### src/rtl/pwm_pkg.sv
// Shared definitions for the PWM burst generator.
//   - Default widths for the period/duty counter, pulse counter and dead-time counter.
//   - Reset value of the latched period register (49.152 MHz / 246 ~= 200 kHz).
//   - Burst FSM state encoding.
package pwm_pkg;

    localparam int unsigned CNT_W_DEFAULT      = 12;
    localparam int unsigned PULSE_W_DEFAULT    = 28;
    localparam int unsigned DEAD_W_DEFAULT     = 8;
    localparam int unsigned DEF_PERIOD_DEFAULT = 245;

    typedef enum logic [1:0] {
        StIdle,
        StDead,
        StRun,
        StFin
    } state_e;

endpackage

### src/rtl/pwm_period_counter.sv
// Wrapping PWM period counter with duty compare.
// Ports:
//   clk, reset  - system clock, asynchronous active-high reset
//   enable      - advance the counter this cycle
//   clear       - force the counter back to 0 (wins over enable)
//   period      - counter wraps to 0 after reaching this value
//   duty        - high while cnt < duty
//   high        - compare result for the current cnt
//   wrap        - strobe: counter is enabled and at its terminal value
module pwm_period_counter #(
    parameter int unsigned CNT_W = 12
) (
    input  logic             clk,
    input  logic             reset,
    input  logic             enable,
    input  logic             clear,
    input  logic [CNT_W-1:0] period,
    input  logic [CNT_W-1:0] duty,
    output logic             high,
    output logic             wrap
);

    logic [CNT_W-1:0] cnt;

    assign wrap = enable && (cnt == period);
    // duty > period never matches a cnt value, so the leg stays high all period.
    assign high = (cnt < duty);

    always_ff @(posedge clk or posedge reset) begin
        if (reset) begin
            cnt <= '0;
        end else if (clear) begin
            cnt <= '0;
        end else if (enable) begin
            cnt <= wrap ? '0 : cnt + CNT_W'(1);
        end
    end

endmodule

### src/rtl/pwm_burst_gen.sv
// H-bridge PWM burst generator with programmable period, duty, pulse count,
// dead time and direction. One leg is modulated per burst, the other held low.
// Ports:
//   clk, reset   - system clock, asynchronous active-high reset
//   start        - one-cycle burst request, honoured only when idle
//   abort        - terminate the burst at the next edge, no done
//   dir          - 0: modulate pwm1, 1: modulate pwm2
//   period       - PWM period is period+1 clk cycles
//   duty         - high time in clk cycles
//   pulse_count  - PWM periods per burst
//   dead_time    - cycles with both legs low before the first pulse
//   pwm1, pwm2   - registered H-bridge gate drives
//   busy         - burst in progress
//   done         - one-cycle completion pulse
//   pulses_sent  - completed periods in the current/last burst
module pwm_burst_gen
    import pwm_pkg::*;
#(
    parameter int unsigned CNT_W      = CNT_W_DEFAULT,
    parameter int unsigned PULSE_W    = PULSE_W_DEFAULT,
    parameter int unsigned DEAD_W     = DEAD_W_DEFAULT,
    parameter int unsigned DEF_PERIOD = DEF_PERIOD_DEFAULT
) (
    input  logic               clk,
    input  logic               reset,
    input  logic               start,
    input  logic               abort,
    input  logic               dir,
    input  logic [CNT_W-1:0]   period,
    input  logic [CNT_W-1:0]   duty,
    input  logic [PULSE_W-1:0] pulse_count,
    input  logic [DEAD_W-1:0]  dead_time,
    output logic               pwm1,
    output logic               pwm2,
    output logic               busy,
    output logic               done,
    output logic [PULSE_W-1:0] pulses_sent
);

    state_e             state;
    logic [CNT_W-1:0]   period_l;
    logic [CNT_W-1:0]   duty_l;
    logic [PULSE_W-1:0] pulse_count_l;
    logic [DEAD_W-1:0]  dead_l;
    logic               dir_l;
    logic [DEAD_W-1:0]  dead_cnt;

    logic               cnt_enable;
    logic               cnt_high;
    logic               cnt_wrap;
    logic [PULSE_W-1:0] pulses_next;

    // The counter only runs in RUN; an abort freezes it so the aborting edge
    // cannot be mistaken for a wrap.
    assign cnt_enable  = (state == StRun) && !abort;
    assign pulses_next = pulses_sent + PULSE_W'(1);

    pwm_period_counter #(
        .CNT_W (CNT_W)
    ) u_period_counter (
        .clk    (clk),
        .reset  (reset),
        .enable (cnt_enable),
        .clear  (!cnt_enable),
        .period (period_l),
        .duty   (duty_l),
        .high   (cnt_high),
        .wrap   (cnt_wrap)
    );

    always_ff @(posedge clk or posedge reset) begin
        if (reset) begin
            state         <= StIdle;
            period_l      <= CNT_W'(DEF_PERIOD);
            duty_l        <= '0;
            pulse_count_l <= '0;
            dead_l        <= '0;
            dir_l         <= 1'b0;
            dead_cnt      <= '0;
            pwm1          <= 1'b0;
            pwm2          <= 1'b0;
            busy          <= 1'b0;
            done          <= 1'b0;
            pulses_sent   <= '0;
        end else begin
            done <= 1'b0;
            if (abort && (state != StIdle)) begin
                // Abort beats both FIN and start; pulses_sent keeps the partial count.
                state <= StIdle;
                pwm1  <= 1'b0;
                pwm2  <= 1'b0;
                busy  <= 1'b0;
            end else begin
                unique case (state)
                    StIdle: begin
                        pwm1 <= 1'b0;
                        pwm2 <= 1'b0;
                        if (start && !abort) begin
                            period_l      <= period;
                            duty_l        <= duty;
                            pulse_count_l <= pulse_count;
                            dead_l        <= dead_time;
                            dir_l         <= dir;
                            dead_cnt      <= '0;
                            pulses_sent   <= '0;
                            busy          <= 1'b1;
                            if (dead_time != '0) begin
                                state <= StDead;
                            end else if (pulse_count == '0) begin
                                state <= StFin;
                            end else begin
                                state <= StRun;
                            end
                        end
                    end
                    StDead: begin
                        pwm1 <= 1'b0;
                        pwm2 <= 1'b0;
                        if (dead_cnt + DEAD_W'(1) == dead_l) begin
                            state <= (pulse_count_l == '0) ? StFin : StRun;
                        end else begin
                            dead_cnt <= dead_cnt + DEAD_W'(1);
                        end
                    end
                    StRun: begin
                        // Only the selected leg can ever be driven, so both-high is impossible.
                        pwm1 <= cnt_high && !dir_l;
                        pwm2 <= cnt_high && dir_l;
                        if (cnt_wrap) begin
                            pulses_sent <= pulses_next;
                            if (pulses_next == pulse_count_l) begin
                                state <= StFin;
                            end
                        end
                    end
                    StFin: begin
                        pwm1  <= 1'b0;
                        pwm2  <= 1'b0;
                        busy  <= 1'b0;
                        done  <= 1'b1;
                        state <= StIdle;
                    end
                    default: begin
                        state <= StIdle;
                    end
                endcase
            end
        end
    end

endmodule

### config.mk
export PLATFORM = sky130hd
export DESIGN_NAME = pwm_burst_gen
export DESIGN_NICKNAME = d
export VERILOG_FILES = /design/src/rtl/pwm_pkg.sv /design/src/rtl/pwm_period_counter.sv /design/src/rtl/pwm_burst_gen.sv
export SDC_FILE = /design/constraint.sdc
export NUM_CORES = 1
export LEC_CHECK = 0
export CAP_MARGIN = 20
export CORE_ASPECT_RATIO = 1.5
export CORE_UTILIZATION = 35
export CTS_BUF_LIST = sky130_fd_sc_hd__clkbuf_2
export CTS_CLUSTER_SIZE = 28
export DETAILED_ROUTE_END_ITERATION = 12
export GPL_TIMING_DRIVEN = 1
export PLACE_DENSITY = 0.53
export SYNTH_ARGS = -nofsm -noshare
export SYNTH_HDL_FRONTEND = slang
export SYNTH_HIERARCHICAL = 1
export SYNTH_SLANG_ARGS = --single-unit
### constraint.sdc
create_clock -name clk -period 3.8 [get_ports clk]
set_clock_uncertainty 0.05 [all_clocks]
set_input_delay 0.76 -clock clk [delete_from_list [all_inputs] [get_ports clk]]
set_output_delay 0.76 -clock clk [all_outputs]
set_load 0.05 [all_outputs]
==> results.md, run 1 <==
- WP data required: 4400 ps
- Sink Count: 115
- VDD IR max: 294 µV
- Synth Area in XOR/XNOR: 8.02%
- Vias per Instance: 5.39
- Average cell area after synthesis: 10.1 µm²
- Yosys top cell area share: 39.0%
- Most numerous cell in the Yosys netlist: dfrtp_1
- Clk slew on worst S/H paths: 230 ps
- Crit path launch type: flip-flop
- CTS H-Tree Depth: 4
- Synth top area cells: dfrtp_1, mux2_2, xnor2_1
- Mapped Cells: 695
- Lkg Pwr: 3.49 nW
- Die area: 0.0205 mm²
- R2R Path Start: pulses_sent[0]
- Cell Rows: 62
- CTS tree: yes
- CP arrival: 4220 ps
- Total core area: 0.0193 mm²
- Internal: 0.00291 W
- Final setup fails: 0
- Part of the power in registers: 42.8%
- Share of layout cells above drive strength 1: 18.7%
- Post-synthesis mux area share: 10.3%
- Clock root buffer: clkbuf_2
- RD Place Congestion: 0.892
- Final hold slack: 391 ps
- Final wirelength: 19,000 µm
- Vias after detailed routing: 5,730
- Max_cap viols: 0
- Slew Viols, Final: 0
- Post-DP Area: 0.00821 mm²
- Design area: 0.00849 mm²
- Cts hold-fix bufs: 0
- Synth Area in Adders: 3.40%
- Antenna Nets Post-Route: 0
- Tot Pwr: 0.00461 W
- Worst setup EP type: flip-flop
- Port Buffer Count: 96
- CTS Buffer Depth: 2
- Die H: 175 µm
- DIE WIDTH: 117 µm
- FF+latch count, synth: 115
- Synthesized cell area: 0.00699 mm²
- Logic pwr share: 36.7%
- Starting Density: 36.2%
- Final Hold Viols: 0
- Crit path max fanout: 8
- Cell Pwr Density: 543 mW/mm²
- Slew HR: 51.7%
- Net Sw Frac: 36.8%
- Post-synth cell types: 82
- Starting DRT DRC Count: 254
- Grt ovf: 0
- Largest area contributor in the netlist: dfrtp_1
- Outcome: finished, final reports clean
- Synthesis Warnings: 6
- Clk_lat worst skew: 750 ps
- EDFF count, synth: 0
- Vias in the first global route: 5,847
- Clock power frac: 20.5%
- Ys async rst share: 100%
- Hold/Removal Path Class: input port to asynchronous set/reset pin
- Highest clock rate: 0.276 GHz
- Final nets: 878
- Critical path type: flip-flop to flip-flop
- Residual DRC: 0
- Post-synthesis compound-gate area fraction: 12.4%
- Routed WL per cell: 17.9 µm
- Postcts setup bufs: 0
- Sequential cell area fraction in the yosys report: 41.3%
- Worst Tran Pin Value: 725 ps
- R2r setup slk: 180 ps
- Area growth syn-to-layout: 21.5%
- First-pass GRT wire length: 31,100 µm
- Initial DRT Pass Iterations: 5
- Net Count, Synth: 779
- Most used DFF post-synth: dfrtp_1
- IO Count: 97
- Main combinational cell family by area after synthesis: simple AND/OR/NAND/NOR gates
- Reg2Reg Depth: 9
- CTS buffer count: 17
- Simple-gate share of the synthesized area: 20.2%
- Top cells by count, synth: dfrtp_1, mux2_2, nand2_1, o21ai_0
- Switching power: 0.00170 W
- Post-CTS sizing: 0
- Total track usage: 19.4%
- Initial antenna violation count: 1
- Post-layout min period: 3620 ps
- Crit Reg-Reg Endpoint: state[1]
- Largest net degree at the start of global routing: 55
- Post-DP HPWL: 14,400 µm
- Final period util: 95.2%
- Setup TNS: 0 ps
==> per-stage QoR <==
step	worst slack (ps)	std cells	utilization, %
after floorplan	62.3	695	-
after global placement	333	1031	42.5
final	181	1064	44.0
after global routing	-4.60	1064	44.0
after detailed placement	267	1031	42.5
after CTS	177	1063	43.9
==> critical path, cell delays in order (launching register included) <==
cell	delay, ps
dfrtp_2	490
ha_1	300
nand3_2	110
or4_4	550
or4_2	710
xnor2_1	150
nor4_1	290
nand4_1	210
o311a_2	450
nor3_2	200
==> power by group through the flow <==
stage | logic (W) | clock network (W) | registers [W]
global placement | 0.00165 | 0 | 0.00199
global route | 0.00188 | 0.00103 | 0.00203
detailed placement | 0.00170 | 0 | 0.00200
finish | 0.00169 | 0.000947 | 0.00197
floorplan | 0.00127 | 0 | 0.00192
CTS | 0.00172 | 0.000985 | 0.00197
==> metal layers <==
metal / wire [µm] / share of wire (%) / track usage, % / vias to the layer above
li1: - / - / - / 2742
met1: 7580 / 40 / 21.6 / 2804
met2: 10100 / 53 / 34.9 / 147
met3: 729 / 3.8 / 4.31 / 37
met4: 605 / 3.2 / 8.87 / 0
met5: 0 / 0 / 0 / -
==> area by class of cell <==
cell class	instances	area, µm²
clock inverters	14	188
clock buffers	18	90.1
diodes	1	2.50
repair buffers	112	1090
flip-flops and latches	115	2890
well taps	256	320
fillers	1873	10800
inverters	29	111
multi-input cells	519	3800
==> state kept, by name, summed over array words and instances, names as in the netlist <==
| signal | count |
|---|---|
| duty_l | 12 |
| done | 1 |
| u_period_counter/cnt | 12 |
| dead_l | 8 |
| dir_l | 1 |
| pwm1 | 1 |
| pwm2 | 1 |
| pulses_sent | 28 |
| busy | 1 |
| state | 2 |
| dead_cnt | 8 |
| period_l | 12 |
| pulse_count_l | 28 |
==> worst max-delay path by stage <==
stage | end | slack (ps) | startpoint
CTS | state[1] | 180 | pulses_sent[0]
global route | state[1] | -5 | pulses_sent[0]
floorplan | pulses_sent[0] | 60 | reset
finish | state[1] | 180 | pulses_sent[0]
global placement | state[0] | 330 | pulses_sent[0]
detailed placement | state[1] | 270 | pulses_sent[0]
==> cells by family after synthesis <==
family / after synthesis
simple gates: 241
compound gates: 131
mux: 64
fa+ha+maj: 19
xor+xnor: 64
buf+inv: 61
flops: 115
==> placed cells by master (no fill, tap or decap), types with 18 or more instances in the layout <==
cell / count
clkbuf_2: 18
nand4_1: 22
ha_1: 19
xnor2_1: 41
dfrtp_1: 107
o31ai_1: 18
mux2_2: 62
nor2_1: 41
inv_1: 28
nor4_1: 21
xor2_1: 23
clkdlybuf4s50_1: 96
o21ai_0: 45
nand2_1: 45
No activity file was read; power rests on OpenSTA's default activity.
==> inputs of run 2 (changes only) <==
--- a/config.mk
+++ b/config.mk
@@ -11,6 +11,7 @@
 export CTS_BUF_LIST = sky130_fd_sc_hd__clkbuf_2
 export CTS_CLUSTER_SIZE = 28
 export DETAILED_ROUTE_END_ITERATION = 12
+export GPL_ROUTABILITY_DRIVEN = 0
 export GPL_TIMING_DRIVEN = 1
 export PLACE_DENSITY = 0.53
 export SYNTH_ARGS = -nofsm -noshare
==> results of run 2 <==
Same layout as run 1: the final DEF is identical, and so are final timing and power.
